## src/rtl/mc_pkg.sv

```systemverilog
// Shared encodings for the multi-cycle MIPS control unit: states, opcodes,
// ALU/mux select codes and the bundled control-output record.
package mc_pkg;
  localparam logic [3:0] S_FETCH  = 4'd0;
  localparam logic [3:0] S_DECODE = 4'd1;
  localparam logic [3:0] S_EXE    = 4'd2;
  localparam logic [3:0] S_MEM    = 4'd3;
  localparam logic [3:0] S_ALUWB  = 4'd4;
  localparam logic [3:0] S_MEMWB  = 4'd5;

  localparam logic [5:0] OP_RTYPE = 6'b000000;
  localparam logic [5:0] OP_ORI   = 6'b001101;
  localparam logic [5:0] OP_LUI   = 6'b001111;
  localparam logic [5:0] OP_ADDI  = 6'b001000;
  localparam logic [5:0] OP_LW    = 6'b100011;
  localparam logic [5:0] OP_SW    = 6'b101011;
  localparam logic [5:0] OP_BEQ   = 6'b000100;
  localparam logic [5:0] OP_J     = 6'b000010;
  localparam logic [5:0] OP_JAL   = 6'b000011;
  localparam logic [5:0] FN_ADDU  = 6'b100001;
  localparam logic [5:0] FN_SUBU  = 6'b100011;
  localparam logic [5:0] FN_ADD   = 6'b100000;
  localparam logic [5:0] FN_JR    = 6'b001000;

  localparam logic [2:0] ALU_ADD = 3'd0;
  localparam logic [2:0] ALU_SUB = 3'd1;
  localparam logic [2:0] ALU_OR  = 3'd2;
  localparam logic [2:0] ALU_LUI = 3'd3;

  localparam logic [1:0] PC_SEQ = 2'd0, PC_BR = 2'd1, PC_JMP = 2'd2, PC_RS = 2'd3;
  localparam logic [1:0] RD_RT = 2'd0, RD_RD = 2'd1, RD_R31 = 2'd2, RD_R30 = 2'd3;
  localparam logic [1:0] M2R_ALU = 2'd0, M2R_DM = 2'd1, M2R_PC = 2'd2, M2R_ONE = 2'd3;
  localparam logic [1:0] EXT_ZERO = 2'd0, EXT_SIGN = 2'd1, EXT_LUI = 2'd2;

  typedef enum logic [2:0] {C_ILL, C_ALU, C_JR, C_J, C_JAL, C_BEQ, C_LW, C_SW} cls_e;

  typedef struct packed {
    logic       imem_re;
    logic       ir_we;
    logic       pc_we;
    logic [1:0] pc_sel;
    logic       reg_we;
    logic [1:0] reg_dst;
    logic [1:0] mem_to_reg;
    logic       alu_src;
    logic [2:0] alu_op;
    logic [1:0] ext_op;
    logic       mem_re;
    logic       mem_we;
    logic       bus_err;
    logic       illegal;
  } ctrl_t;
endpackage

```

## src/rtl/mc_if.sv

```systemverilog
// Datapath-facing bundle: IR fields and flags in, control strobes out.
interface mc_if #(parameter int ALUOP_W = 3);
  logic [5:0]         opcode, funct;
  logic               zero, overflow, mem_ready;
  logic               imem_re, ir_we, pc_we, reg_we, alu_src;
  logic [1:0]         pc_sel, reg_dst, mem_to_reg, ext_op;
  logic [ALUOP_W-1:0] alu_op;
  logic               mem_re, mem_we, bus_err, illegal;
  logic [3:0]         state_o;

  modport master (
    output opcode, funct, zero, overflow, mem_ready,
    input  imem_re, ir_we, pc_we, pc_sel, reg_we, reg_dst, mem_to_reg,
           alu_src, alu_op, ext_op, mem_re, mem_we, bus_err, illegal, state_o
  );
  modport slave (
    input  opcode, funct, zero, overflow, mem_ready,
    output imem_re, ir_we, pc_we, pc_sel, reg_we, reg_dst, mem_to_reg,
           alu_src, alu_op, ext_op, mem_re, mem_we, bus_err, illegal, state_o
  );
endinterface

```

## src/rtl/mc_decode.sv

```systemverilog
// Opcode/funct classifier: instruction class plus the ALU/extender setup
// that EXE, MEM and ALUWB all reuse.
module mc_decode
  import mc_pkg::*;
(
  input  logic [5:0] i_opcode,
  input  logic [5:0] i_funct,
  output cls_e       o_cls,
  output logic       o_rtype,
  output logic       o_ovf_chk,
  output logic       o_alu_src,
  output logic [2:0] o_alu_op,
  output logic [1:0] o_ext_op
);
  always_comb begin
    o_cls     = C_ILL;
    o_rtype   = 1'b0;
    o_ovf_chk = 1'b0;
    o_alu_src = 1'b0;
    o_alu_op  = ALU_ADD;
    o_ext_op  = EXT_ZERO;
    case (i_opcode)
      OP_RTYPE: begin
        o_rtype = 1'b1;
        case (i_funct)
          FN_ADDU: o_cls = C_ALU;
          FN_SUBU: begin o_cls = C_ALU; o_alu_op = ALU_SUB; end
          FN_ADD:  begin o_cls = C_ALU; o_ovf_chk = 1'b1; end
          FN_JR:   o_cls = C_JR;
          default: o_cls = C_ILL;
        endcase
      end
      OP_ORI:  begin o_cls = C_ALU; o_alu_src = 1'b1; o_alu_op = ALU_OR; end
      OP_LUI:  begin o_cls = C_ALU; o_alu_src = 1'b1; o_alu_op = ALU_LUI; o_ext_op = EXT_LUI; end
      OP_ADDI: begin o_cls = C_ALU; o_alu_src = 1'b1; o_ovf_chk = 1'b1; o_ext_op = EXT_SIGN; end
      OP_LW:   begin o_cls = C_LW;  o_alu_src = 1'b1; o_ext_op = EXT_SIGN; end
      OP_SW:   begin o_cls = C_SW;  o_alu_src = 1'b1; o_ext_op = EXT_SIGN; end
      OP_BEQ:  begin o_cls = C_BEQ; o_alu_op = ALU_SUB; o_ext_op = EXT_SIGN; end
      OP_J:    o_cls = C_J;
      OP_JAL:  o_cls = C_JAL;
      default: o_cls = C_ILL;
    endcase
  end
endmodule

```

## src/rtl/mc_controller.sv

```systemverilog
// Multi-cycle FSM sequencing fetch/decode/execute/memory/write-back with a
// bounded wait on mem_ready; outputs are decoded from state and opcode.
module mc_controller
  import mc_pkg::*;
#(
  parameter int ALUOP_W       = 3,
  parameter int MEM_HANDSHAKE = 1,
  parameter int TIMEOUT       = 15
) (
  input logic clk,
  input logic rst,
  mc_if.slave bus
);
  logic [3:0] r_state, w_nxt;
  logic [7:0] r_wait;
  logic       w_rdy, w_wait, w_to, w_alu_on;
  logic       w_rtype, w_ovf_chk, w_alu_src;
  logic [2:0] w_alu_op;
  logic [1:0] w_ext_op;
  cls_e       w_cls;
  ctrl_t      w_c, w_out;

  mc_decode u_dec (
    .i_opcode (bus.opcode),
    .i_funct  (bus.funct),
    .o_cls    (w_cls),
    .o_rtype  (w_rtype),
    .o_ovf_chk(w_ovf_chk),
    .o_alu_src(w_alu_src),
    .o_alu_op (w_alu_op),
    .o_ext_op (w_ext_op)
  );

  assign w_rdy    = (MEM_HANDSHAKE == 0) || bus.mem_ready;
  assign w_wait   = ((r_state == S_FETCH) || (r_state == S_MEM)) && !w_rdy;
  assign w_to     = w_wait && (r_wait == 8'(TIMEOUT - 1));
  assign w_alu_on = (r_state == S_EXE) || (r_state == S_MEM) || (r_state == S_ALUWB);

  always_comb begin
    w_c   = '0;
    w_nxt = r_state;
    // ALU/extender setup stays stable from EXE through the access or write-back
    if (w_alu_on) begin
      w_c.alu_op  = w_alu_op;
      w_c.alu_src = w_alu_src;
      w_c.ext_op  = w_ext_op;
    end
    case (r_state)
      S_FETCH: begin
        w_c.imem_re = 1'b1;
        if (w_rdy) begin
          w_c.ir_we = 1'b1;
          w_c.pc_we = 1'b1;
          w_nxt     = S_DECODE;
        end
      end
      S_DECODE: begin
        w_nxt = S_FETCH;
        case (w_cls)
          C_J:   begin w_c.pc_we = 1'b1; w_c.pc_sel = PC_JMP; end
          C_JR:  begin w_c.pc_we = 1'b1; w_c.pc_sel = PC_RS; end
          C_JAL: begin
            w_c.pc_we      = 1'b1;
            w_c.pc_sel     = PC_JMP;
            w_c.reg_we     = 1'b1;
            w_c.reg_dst    = RD_R31;
            w_c.mem_to_reg = M2R_PC;
          end
          C_ILL:   w_c.illegal = 1'b1;
          default: w_nxt = S_EXE;
        endcase
      end
      S_EXE: begin
        if (w_cls == C_BEQ) begin
          w_c.pc_we  = bus.zero;
          w_c.pc_sel = PC_BR;
          w_nxt      = S_FETCH;
        end else if ((w_cls == C_LW) || (w_cls == C_SW)) w_nxt = S_MEM;
        else w_nxt = S_ALUWB;
      end
      S_MEM: begin
        w_c.mem_re = (w_cls == C_LW);
        w_c.mem_we = (w_cls == C_SW);
        if (w_rdy) w_nxt = (w_cls == C_LW) ? S_MEMWB : S_FETCH;
      end
      S_ALUWB: begin
        w_c.reg_we  = 1'b1;
        w_c.reg_dst = w_rtype ? RD_RD : RD_RT;
        // signed overflow redirects the write to $30 <= 1 instead of rd/rt
        if (w_ovf_chk && bus.overflow) begin
          w_c.reg_dst    = RD_R30;
          w_c.mem_to_reg = M2R_ONE;
        end
        w_nxt = S_FETCH;
      end
      S_MEMWB: begin
        w_c.reg_we     = 1'b1;
        w_c.mem_to_reg = M2R_DM;
        w_nxt          = S_FETCH;
      end
      default: w_nxt = S_FETCH;
    endcase
    if (w_to) begin
      w_c.bus_err = 1'b1;
      w_nxt       = S_FETCH;
    end
  end

  assign w_out = rst ? '0 : w_c;

  always_ff @(posedge clk) begin
    if (rst) begin
      r_state <= S_FETCH;
      r_wait  <= 8'd0;
    end else begin
      r_state <= w_nxt;
      r_wait  <= (w_wait && !w_to) ? r_wait + 8'd1 : 8'd0;
    end
  end

  assign bus.imem_re    = w_out.imem_re;
  assign bus.ir_we      = w_out.ir_we;
  assign bus.pc_we      = w_out.pc_we;
  assign bus.pc_sel     = w_out.pc_sel;
  assign bus.reg_we     = w_out.reg_we;
  assign bus.reg_dst    = w_out.reg_dst;
  assign bus.mem_to_reg = w_out.mem_to_reg;
  assign bus.alu_src    = w_out.alu_src;
  assign bus.alu_op     = ALUOP_W'(w_out.alu_op);
  assign bus.ext_op     = w_out.ext_op;
  assign bus.mem_re     = w_out.mem_re;
  assign bus.mem_we     = w_out.mem_we;
  assign bus.bus_err    = w_out.bus_err;
  assign bus.illegal    = w_out.illegal;
  assign bus.state_o    = rst ? S_FETCH : r_state;
endmodule

```

## src/flat_wrapper.sv

```systemverilog
// flat-port wrapper written by rule: the top's interface ports become plain ports
module mc_controller_flat import mc_pkg::*;
#(
  parameter int ALUOP_W       = 3,
  parameter int MEM_HANDSHAKE = 1,
  parameter int TIMEOUT       = 15
)
  (clk, rst, bus_opcode, bus_funct, bus_zero, bus_overflow, bus_mem_ready, bus_imem_re, bus_ir_we, bus_pc_we, bus_pc_sel, bus_reg_we, bus_reg_dst, bus_mem_to_reg, bus_alu_src, bus_alu_op, bus_ext_op, bus_mem_re, bus_mem_we, bus_bus_err, bus_illegal, bus_state_o);
  mc_if #(.ALUOP_W(ALUOP_W)) bus_i ();
  input logic clk;
  input logic rst;
  input wire logic [$bits(bus_i.opcode)-1:0] bus_opcode;
  input wire logic [$bits(bus_i.funct)-1:0] bus_funct;
  input wire logic [$bits(bus_i.zero)-1:0] bus_zero;
  input wire logic [$bits(bus_i.overflow)-1:0] bus_overflow;
  input wire logic [$bits(bus_i.mem_ready)-1:0] bus_mem_ready;
  output wire logic [$bits(bus_i.imem_re)-1:0] bus_imem_re;
  output wire logic [$bits(bus_i.ir_we)-1:0] bus_ir_we;
  output wire logic [$bits(bus_i.pc_we)-1:0] bus_pc_we;
  output wire logic [$bits(bus_i.pc_sel)-1:0] bus_pc_sel;
  output wire logic [$bits(bus_i.reg_we)-1:0] bus_reg_we;
  output wire logic [$bits(bus_i.reg_dst)-1:0] bus_reg_dst;
  output wire logic [$bits(bus_i.mem_to_reg)-1:0] bus_mem_to_reg;
  output wire logic [$bits(bus_i.alu_src)-1:0] bus_alu_src;
  output wire logic [$bits(bus_i.alu_op)-1:0] bus_alu_op;
  output wire logic [$bits(bus_i.ext_op)-1:0] bus_ext_op;
  output wire logic [$bits(bus_i.mem_re)-1:0] bus_mem_re;
  output wire logic [$bits(bus_i.mem_we)-1:0] bus_mem_we;
  output wire logic [$bits(bus_i.bus_err)-1:0] bus_bus_err;
  output wire logic [$bits(bus_i.illegal)-1:0] bus_illegal;
  output wire logic [$bits(bus_i.state_o)-1:0] bus_state_o;
  assign bus_i.opcode = bus_opcode;
  assign bus_i.funct = bus_funct;
  assign bus_i.zero = bus_zero;
  assign bus_i.overflow = bus_overflow;
  assign bus_i.mem_ready = bus_mem_ready;
  assign bus_imem_re = bus_i.imem_re;
  assign bus_ir_we = bus_i.ir_we;
  assign bus_pc_we = bus_i.pc_we;
  assign bus_pc_sel = bus_i.pc_sel;
  assign bus_reg_we = bus_i.reg_we;
  assign bus_reg_dst = bus_i.reg_dst;
  assign bus_mem_to_reg = bus_i.mem_to_reg;
  assign bus_alu_src = bus_i.alu_src;
  assign bus_alu_op = bus_i.alu_op;
  assign bus_ext_op = bus_i.ext_op;
  assign bus_mem_re = bus_i.mem_re;
  assign bus_mem_we = bus_i.mem_we;
  assign bus_bus_err = bus_i.bus_err;
  assign bus_illegal = bus_i.illegal;
  assign bus_state_o = bus_i.state_o;
  mc_controller #(.ALUOP_W(ALUOP_W), .MEM_HANDSHAKE(MEM_HANDSHAKE), .TIMEOUT(TIMEOUT)) u_core (.clk(clk), .rst(rst), .bus(bus_i));
endmodule
```

## config.mk

```make
export PLATFORM = sky130hd
export DESIGN_NAME = mc_controller_flat
export DESIGN_NICKNAME = d
export VERILOG_FILES = /design/src/rtl/mc_pkg.sv /design/src/rtl/mc_if.sv /design/src/rtl/mc_decode.sv /design/src/rtl/mc_controller.sv /design/src/flat_wrapper.sv
export SDC_FILE = /design/constraint.sdc
export NUM_CORES = 1
export LEC_CHECK = 0
export ABC_AREA = 1
export ABC_CLOCK_PERIOD_IN_PS = 2400
export BUFFER_PORTS_ARGS = -buffer_cell sky130_fd_sc_hd__buf_2
export CAP_MARGIN = 40
export CORE_MARGIN = 1
export CORE_UTILIZATION = 45
export DETAILED_ROUTE_END_ITERATION = 12
export PLACE_DENSITY_LB_ADDON = 0.3
export SYNTH_ARGS = -nofsm -noshare
export SYNTH_HDL_FRONTEND = slang
export SYNTH_SLANG_ARGS = --single-unit
export TNS_END_PERCENT = 20
```

## constraint.sdc

```tcl
create_clock -name clk -period 2.4 [get_ports clk]
set_clock_uncertainty 0.05 [all_clocks]
set_input_delay 0.24 -clock clk [delete_from_list [all_inputs] [get_ports clk]]
set_output_delay 0.24 -clock clk [all_outputs]
set_load 0.05 [all_outputs]
```

==> results of run 1 <==
layout by cell type, fill, tap and decap left out, drive strengths merged:
cell	n
a211oi	1
a21oi	6
a31oi	2
buf	38
clkbuf	4
conb	2
dfxtp	11
ha	2
inv	36
nand2	35
nand3	22
nand4	4
nor2	43
nor3	11
nor3b	2
nor4	1
o211ai	1
o21a	1
o21ai	3
o22ai	2
xnor2	1
xor2	1
registers in the layout (all words and copies together), names as in the netlist:
name and flops:
u_core.r_state 3, u_core.r_wait 8
per-stage QoR:
step / total power, mW / std cells
2_1_floorplan: 0.286 / 190
3_3_place_gp: 0.320 / 253
3_5_place_dp: 0.321 / 253
4_1_cts: 0.448 / 257
5_1_grt: 0.468 / 257
6_report: 0.443 / 257
final cells by class:
type                            count  area [um^2]  share of cell area (%)
Inverter                           36          135                    9.96
Multi-Input combinational cell    140          749                    55.3
Sequential cell                    11          220                    16.2
Tap cell                           28         35.0                    2.58
Clock buffer                        4         26.3                    1.94
Timing Repair Buffer               38          190                    14.0
power breakdown:
group	switching [mW]	internal, mW
clock network	0.0612	0.0643
registers	0.00446	0.186
logic	0.0915	0.0352
total	0.157	0.286
worst reg2reg max path: stages, from the launching register on:
cell	delay [ps]
sky130_fd_sc_hd__dfxtp_1	360
sky130_fd_sc_hd__inv_2	120
sky130_fd_sc_hd__nand3_1	150
sky130_fd_sc_hd__nand2_1	130
sky130_fd_sc_hd__inv_2	50
sky130_fd_sc_hd__nor2_4	110
sky130_fd_sc_hd__inv_2	50
sky130_fd_sc_hd__nand3_1	70
sky130_fd_sc_hd__inv_1	60
sky130_fd_sc_hd__nand2_1	60
sky130_fd_sc_hd__nand2_1	40
worst paths after layout:
kind | to | slack [ps] | cells past startpoint
max | bus_alu_op[0] | 310 | 7
min | u_core.r_state[1] | 270 | 4
max reg2reg | u_core.r_state[1] | 1050 | 10
min reg2reg | u_core.r_wait[0] | 410 | 1
per-layer routing:
metal / share of wire [%] / up-vias / GRT usage (%) / wire length (um)
met5: 0 / - / 0 / 0
met4: 0.70 / 0 / 5.41 / 18
met3: 5.3 / 4 / 4.97 / 137
met2: 47 / 34 / 36.8 / 1200
met1: 47 / 531 / 24.4 / 1220
li1: - / 686 / - / -
cells by family after synthesis:
group | synth area share [%]
flops | 19.8
xor+xnor | 1.57
fa+ha+maj | 2.24
buf+inv | 13.8
compound gates | 8.75
other cells | 0.336
simple gates | 53.5
cell usage after synthesis (4+ instances only):
library cell | n | area [um^2]
sky130_fd_sc_hd__nor2_1 | 37 | 139
sky130_fd_sc_hd__nand2_1 | 30 | 113
sky130_fd_sc_hd__nand3_1 | 19 | 95.1
sky130_fd_sc_hd__dfxtp_1 | 11 | 220
sky130_fd_sc_hd__nor3_1 | 10 | 50.1
sky130_fd_sc_hd__inv_2 | 8 | 30.0
sky130_fd_sc_hd__inv_1 | 28 | 105
sky130_fd_sc_hd__nand4_1 | 4 | 25.0
sky130_fd_sc_hd__nor2_4 | 4 | 45.0
sky130_fd_sc_hd__a21oi_1 | 6 | 30.0
sky130_fd_sc_hd__nand2_2 | 5 | 31.3
==> impl_metrics.yaml, run 1 <==
run_status:
  outcome: "completed"
synth:
  yosys_most_used_dff: "sky130_fd_sc_hd__dfxtp_1"
  number_of_synthesized_flops_with_an_enable_pin: 0
  syn_area_um2: 1110
  synth.ff_latch_count: 11
  yosysWarningCount: 0
  mean_cell_area_of_the_mapped_netlist_um2: 5.90
  async_reset_ff_share_pct: 0
  synth_seq_area_share_pct: 19.8
  synthesis.instances: 189
  yosysUniqueCellTypes: 30
drt:
  average_via_count_per_standard_cell: 4.88
  route.detailed.drc: 0
  routed-via-count: 1255
  drt_pass1_iterations: 6
  drt-total-wl_mm: 2.57
  number_of_drc_markers_after_the_initial_detailed_route_iteration: 22
  number_of_nets_with_antenna_violations_after_routing: 0
  drt-wirelength-per-cell_um: 10.0
power_and_ir_drop:
  total_leakage_power_nw: 0.695
  vdd.ir_drop.worst_mv: 0.346
  power_density_nw_per_um2: 326
sta:
  maxClockFrequency_mhz: 479
  fin_worst_setup_slack_ps: 313
  rsz0062_at_grt: "no"
  hold_slack_final_ps: 274
  fin_setup_tns_ps: 0
  final-max-slew-violation-count: 0
  setup_viol: 0
  hold_viol: 0
  final_min_period_over_clock_period_pct: 86.9
  min_period_ps: 2090
critical_path:
  worst_path_max_delay_cell: "sky130_fd_sc_hd__dfxtp_1"
  worstPathBufferInverterCount: 3
  cp-startpoint: "u_core.r_state[2]"
  crit_chain: "inv_2 > nor3_1 > a21oi_1 > nor2_1 > inv_1 > a31oi_1 > buf_2"
  critPathArrivalTime_ps: 1800
  r2r-start: "u_core.r_state[2]"
  critical_path.startpoint_type: "register"
  critPathMaxFanout: 7
  critPathKind: "reg -> out"
  required_ps: 2110
  crit_path_end_kind: "primary output"
  cp_slowest_stage_delay_ps: 420
  critical-path-top-delay-family: "buffers and inverters"
cts:
  postCtsHoldBufs: 0
  clock_tree.root_cell: "sky130_fd_sc_hd__clkbuf_4"
  cts-resized-gates: 0
  htree_levels: 1
  cts_max_path_buffers: 2
  worst_setup_hold_path_clk_slew_ps: 70
  cts-buffers-inserted: 3
  clock_sink_count: 11
  tritoncts: "built"
  post_cts_buffers: 0
  clk_latency_ps: 270
floorplanning:
  floorplan.initialDensity_pct: 49.0
  core_region_area_um2: 2280
  fp-row-count: 17
  design.portCount: 41
  die_height_um: 51.8
  die_w_um: 51.8
  die_area_um2: 2680
layout:
  num_antenna_cells: 0
  final_design_area_no_fill_um2: 1360
  drive_gt1_share_pct: 29.7
  finalCoreUtilization_pct: 59.6
  area_growth_pct: 21.7
  final_nets: 249
  filler_cell_count: 233
grt:
  grt_pass1_wl_mm: 4.13
  grt_start_max_net_pins: 16
  number_of_global_route_vias_before_repair: 1055
  track_usage_pct: 20.6
  antenna_found_initial: 0
  global_route.overflow_total: 0
placed_design:
  postPlaceCellArea_um2: 1330
  gp_congestion: 0.858
  place.port_buffers: 38
  detailedPlacementHpwl_mm: 2.10
  preCtsSetupSlack_ps: 612
min_path:
  min-delay-start: "bus_mem_ready"
  timing.hold.worst.class: "in -> reg"
flow_run:
  drv.max_cap_violation_count: 0
(Power assumes the default switching activity.)
==> run 2, diff against run 1 <==
--- a/config.mk
+++ b/config.mk
@@ -6,7 +6,7 @@
 export NUM_CORES = 1
 export LEC_CHECK = 0
 export ABC_AREA = 1
-export ABC_CLOCK_PERIOD_IN_PS = 2400
+export ABC_CLOCK_PERIOD_IN_PS = 2710
 export BUFFER_PORTS_ARGS = -buffer_cell sky130_fd_sc_hd__buf_2
 export CAP_MARGIN = 40
 export CORE_MARGIN = 1
==> constraint.sdc (replaced) <==
create_clock -name clk -period 2.71 [get_ports clk]
set_clock_uncertainty 0.05 [all_clocks]
set_input_delay 0.271 -clock clk [delete_from_list [all_inputs] [get_ports clk]]
set_output_delay 0.271 -clock clk [all_outputs]
set_load 0.05 [all_outputs]
==> run 2 against run 1 <==
  * Sequential power shrank 11%
  * Combinational power shrank 12%
  * Register-to-register slack gained 340 ps
  * Worst setup slack gained 320 ps
  * Critical path depth is the same
  * Final cell count is the same
  * Sequential share of layout area is the same
  * Hold slack gained 21 ps
  * Non-clock buffer count is the same
==> impl_metrics.yaml, run 2 (synthesis gave the netlist of run 1 again) <==
cts:
  worst_setup_hold_path_clk_slew_ps: 80
  tritoncts: "built"
  cts-resized-gates: 0
  post_cts_buffers: 0
  htree_levels: 1
  cts-buffers-inserted: 3
  clk_latency_ps: 270
  postCtsHoldBufs: 0
  clock_sink_count: 11
  cts_max_path_buffers: 2
  clock_tree.root_cell: "sky130_fd_sc_hd__clkbuf_4"
placed_design:
  detailedPlacementHpwl_mm: 2.13
  place.port_buffers: 38
  gp_congestion: 0.841
layout:
  layout.cells.most_common_list: "sky130_fd_sc_hd__buf_2, sky130_fd_sc_hd__nor2_1, sky130_fd_sc_hd__nand2_1, sky130_fd_sc_hd__inv_1, sky130_fd_sc_hd__nand3_1"
  largest_register_by_flop_count: "u_core.r_wait"
  largest_registers: "u_core.r_wait: 8 flops, u_core.r_state: 3 flops"
  mostFrequentLayoutCell: "sky130_fd_sc_hd__buf_2"
  num_antenna_cells: 0
  area_growth_pct: 21.7
  final_nets: 249
  flip_flop_count_of_the_largest_register_all_copies_and_words_added: 8
  drive_gt1_share_pct: 29.7
run_status:
  outcome: "completed"
grt:
  grt_use_met1_pct: 23.7
  global_route.overflow_total: 0
  antenna_found_initial: 0
  number_of_global_route_vias_before_repair: 1095
  grt_pass1_wl_mm: 4.24
  busiest_grt_layer: "met2"
  grt_use_met2_pct: 39.2
  groute.layer.met3.usage_pct: 4.39
  grt_start_max_net_pins: 16
  track_usage_pct: 21.1
floorplanning:
  fp-row-count: 17
  design.portCount: 41
  die_w_um: 51.8
  floorplan.initialDensity_pct: 49.0
  die_height_um: 51.8
  die_area_um2: 2680
  core_region_area_um2: 2280
power_and_ir_drop:
  vdd.ir_drop.worst_mv: 0.310
  total_leakage_power_nw: 0.695
  total_power_mw: 0.394
  power_density_nw_per_um2: 290
critical_path:
  critPathMaxFanout: 7
  critPathKind: "reg -> out"
  critical_path.startpoint_type: "register"
  critPathArrivalTime_ps: 1760
  required_ps: 2390
  crit_path_end_kind: "primary output"
sta:
  rsz0062_at_grt: "no"
  setup_viol: 0
  final_min_period_over_clock_period_pct: 76.7
  min_period_ps: 2080
  hold_viol: 0
  fin_setup_tns_ps: 0
  maxClockFrequency_mhz: 481
  final-max-slew-violation-count: 0
drt:
  routed-via-count: 1263
  drt_pass1_iterations: 4
  average_via_count_per_standard_cell: 4.91
  number_of_drc_markers_after_the_initial_detailed_route_iteration: 16
  number_of_nets_with_antenna_violations_after_routing: 0
  drt-wirelength-per-cell_um: 10.0
  route.detailed.drc: 0
  drt-total-wl_mm: 2.57
min_path:
  timing.hold.worst.class: "in -> reg"
flow_run:
  drv.max_cap_violation_count: 0
[run 2: cell counts in the layout (fill, tap and decap cells not counted)]
No cell type changed its count.
[run 2: through the flow]
| step | instance area, um^2 | utilization [%] | instances | hold slack [ps] | setup slack [ps] |
|---|---|---|---|---|---|
| floorplan | 1120 | - | 190 | 380 | 301 |
| global placement | 1330 | 58.4 | 253 | 396 | 866 |
| detailed placement | 1330 | 58.4 | 253 | 412 | 857 |
| CTS | 1360 | 59.6 | 257 | 297 | 599 |
| global route | 1360 | 59.6 | 257 | 307 | 457 |
| finish | 1360 | 59.6 | 257 | 295 | 633 |
[run 2: layout make-up]
| class | count | area [um^2] |
|---|---|---|
| tap | 28 | 35.0 |
| multi-input combinational | 140 | 749 |
| fill | 233 | 920 |
| clock buffer | 4 | 26.3 |
| inverter | 36 | 135 |
| sequential | 11 | 220 |
| timing repair buffer | 38 | 190 |
[run 2: path summary, 6_finish.rpt]
| path | start | to | slack, ps | cells after the start |
|---|---|---|---|---|
| worst max register to register | u_core.r_state[2] | u_core.r_state[1] | 1390 | 10 |
| worst min-delay path | bus_mem_ready | u_core.r_state[1] | 300 | 4 |
| worst max-delay path | u_core.r_state[2] | bus_alu_op[0] | 630 | 7 |
| worst min register to register | u_core.r_wait[0] | u_core.r_wait[0] | 420 | 1 |
[run 2: metal layers]
metal	vias to the layer above	share of wire [%]
met1	541	46
met2	39	47
met4	0	1.3
met5	-	0
li1	678	-
met3	5	5.8
[run 2: power breakdown]
part           switching (mW)  internal [mW]  total, mW
Combinational          0.0813         0.0311      0.112
Sequential            0.00391          0.165      0.169
Clock                  0.0558         0.0570      0.113
Total                   0.141          0.253      0.394
[run 2: worst max-delay path, cell delays in order, from the launching register on]
cell and delay, ps:
sky130_fd_sc_hd__dfxtp_1 420, sky130_fd_sc_hd__inv_2 100, sky130_fd_sc_hd__nor3_1 140, sky130_fd_sc_hd__a21oi_1 70
sky130_fd_sc_hd__nor2_1 240, sky130_fd_sc_hd__inv_1 100, sky130_fd_sc_hd__a31oi_1 150, sky130_fd_sc_hd__buf_2 280
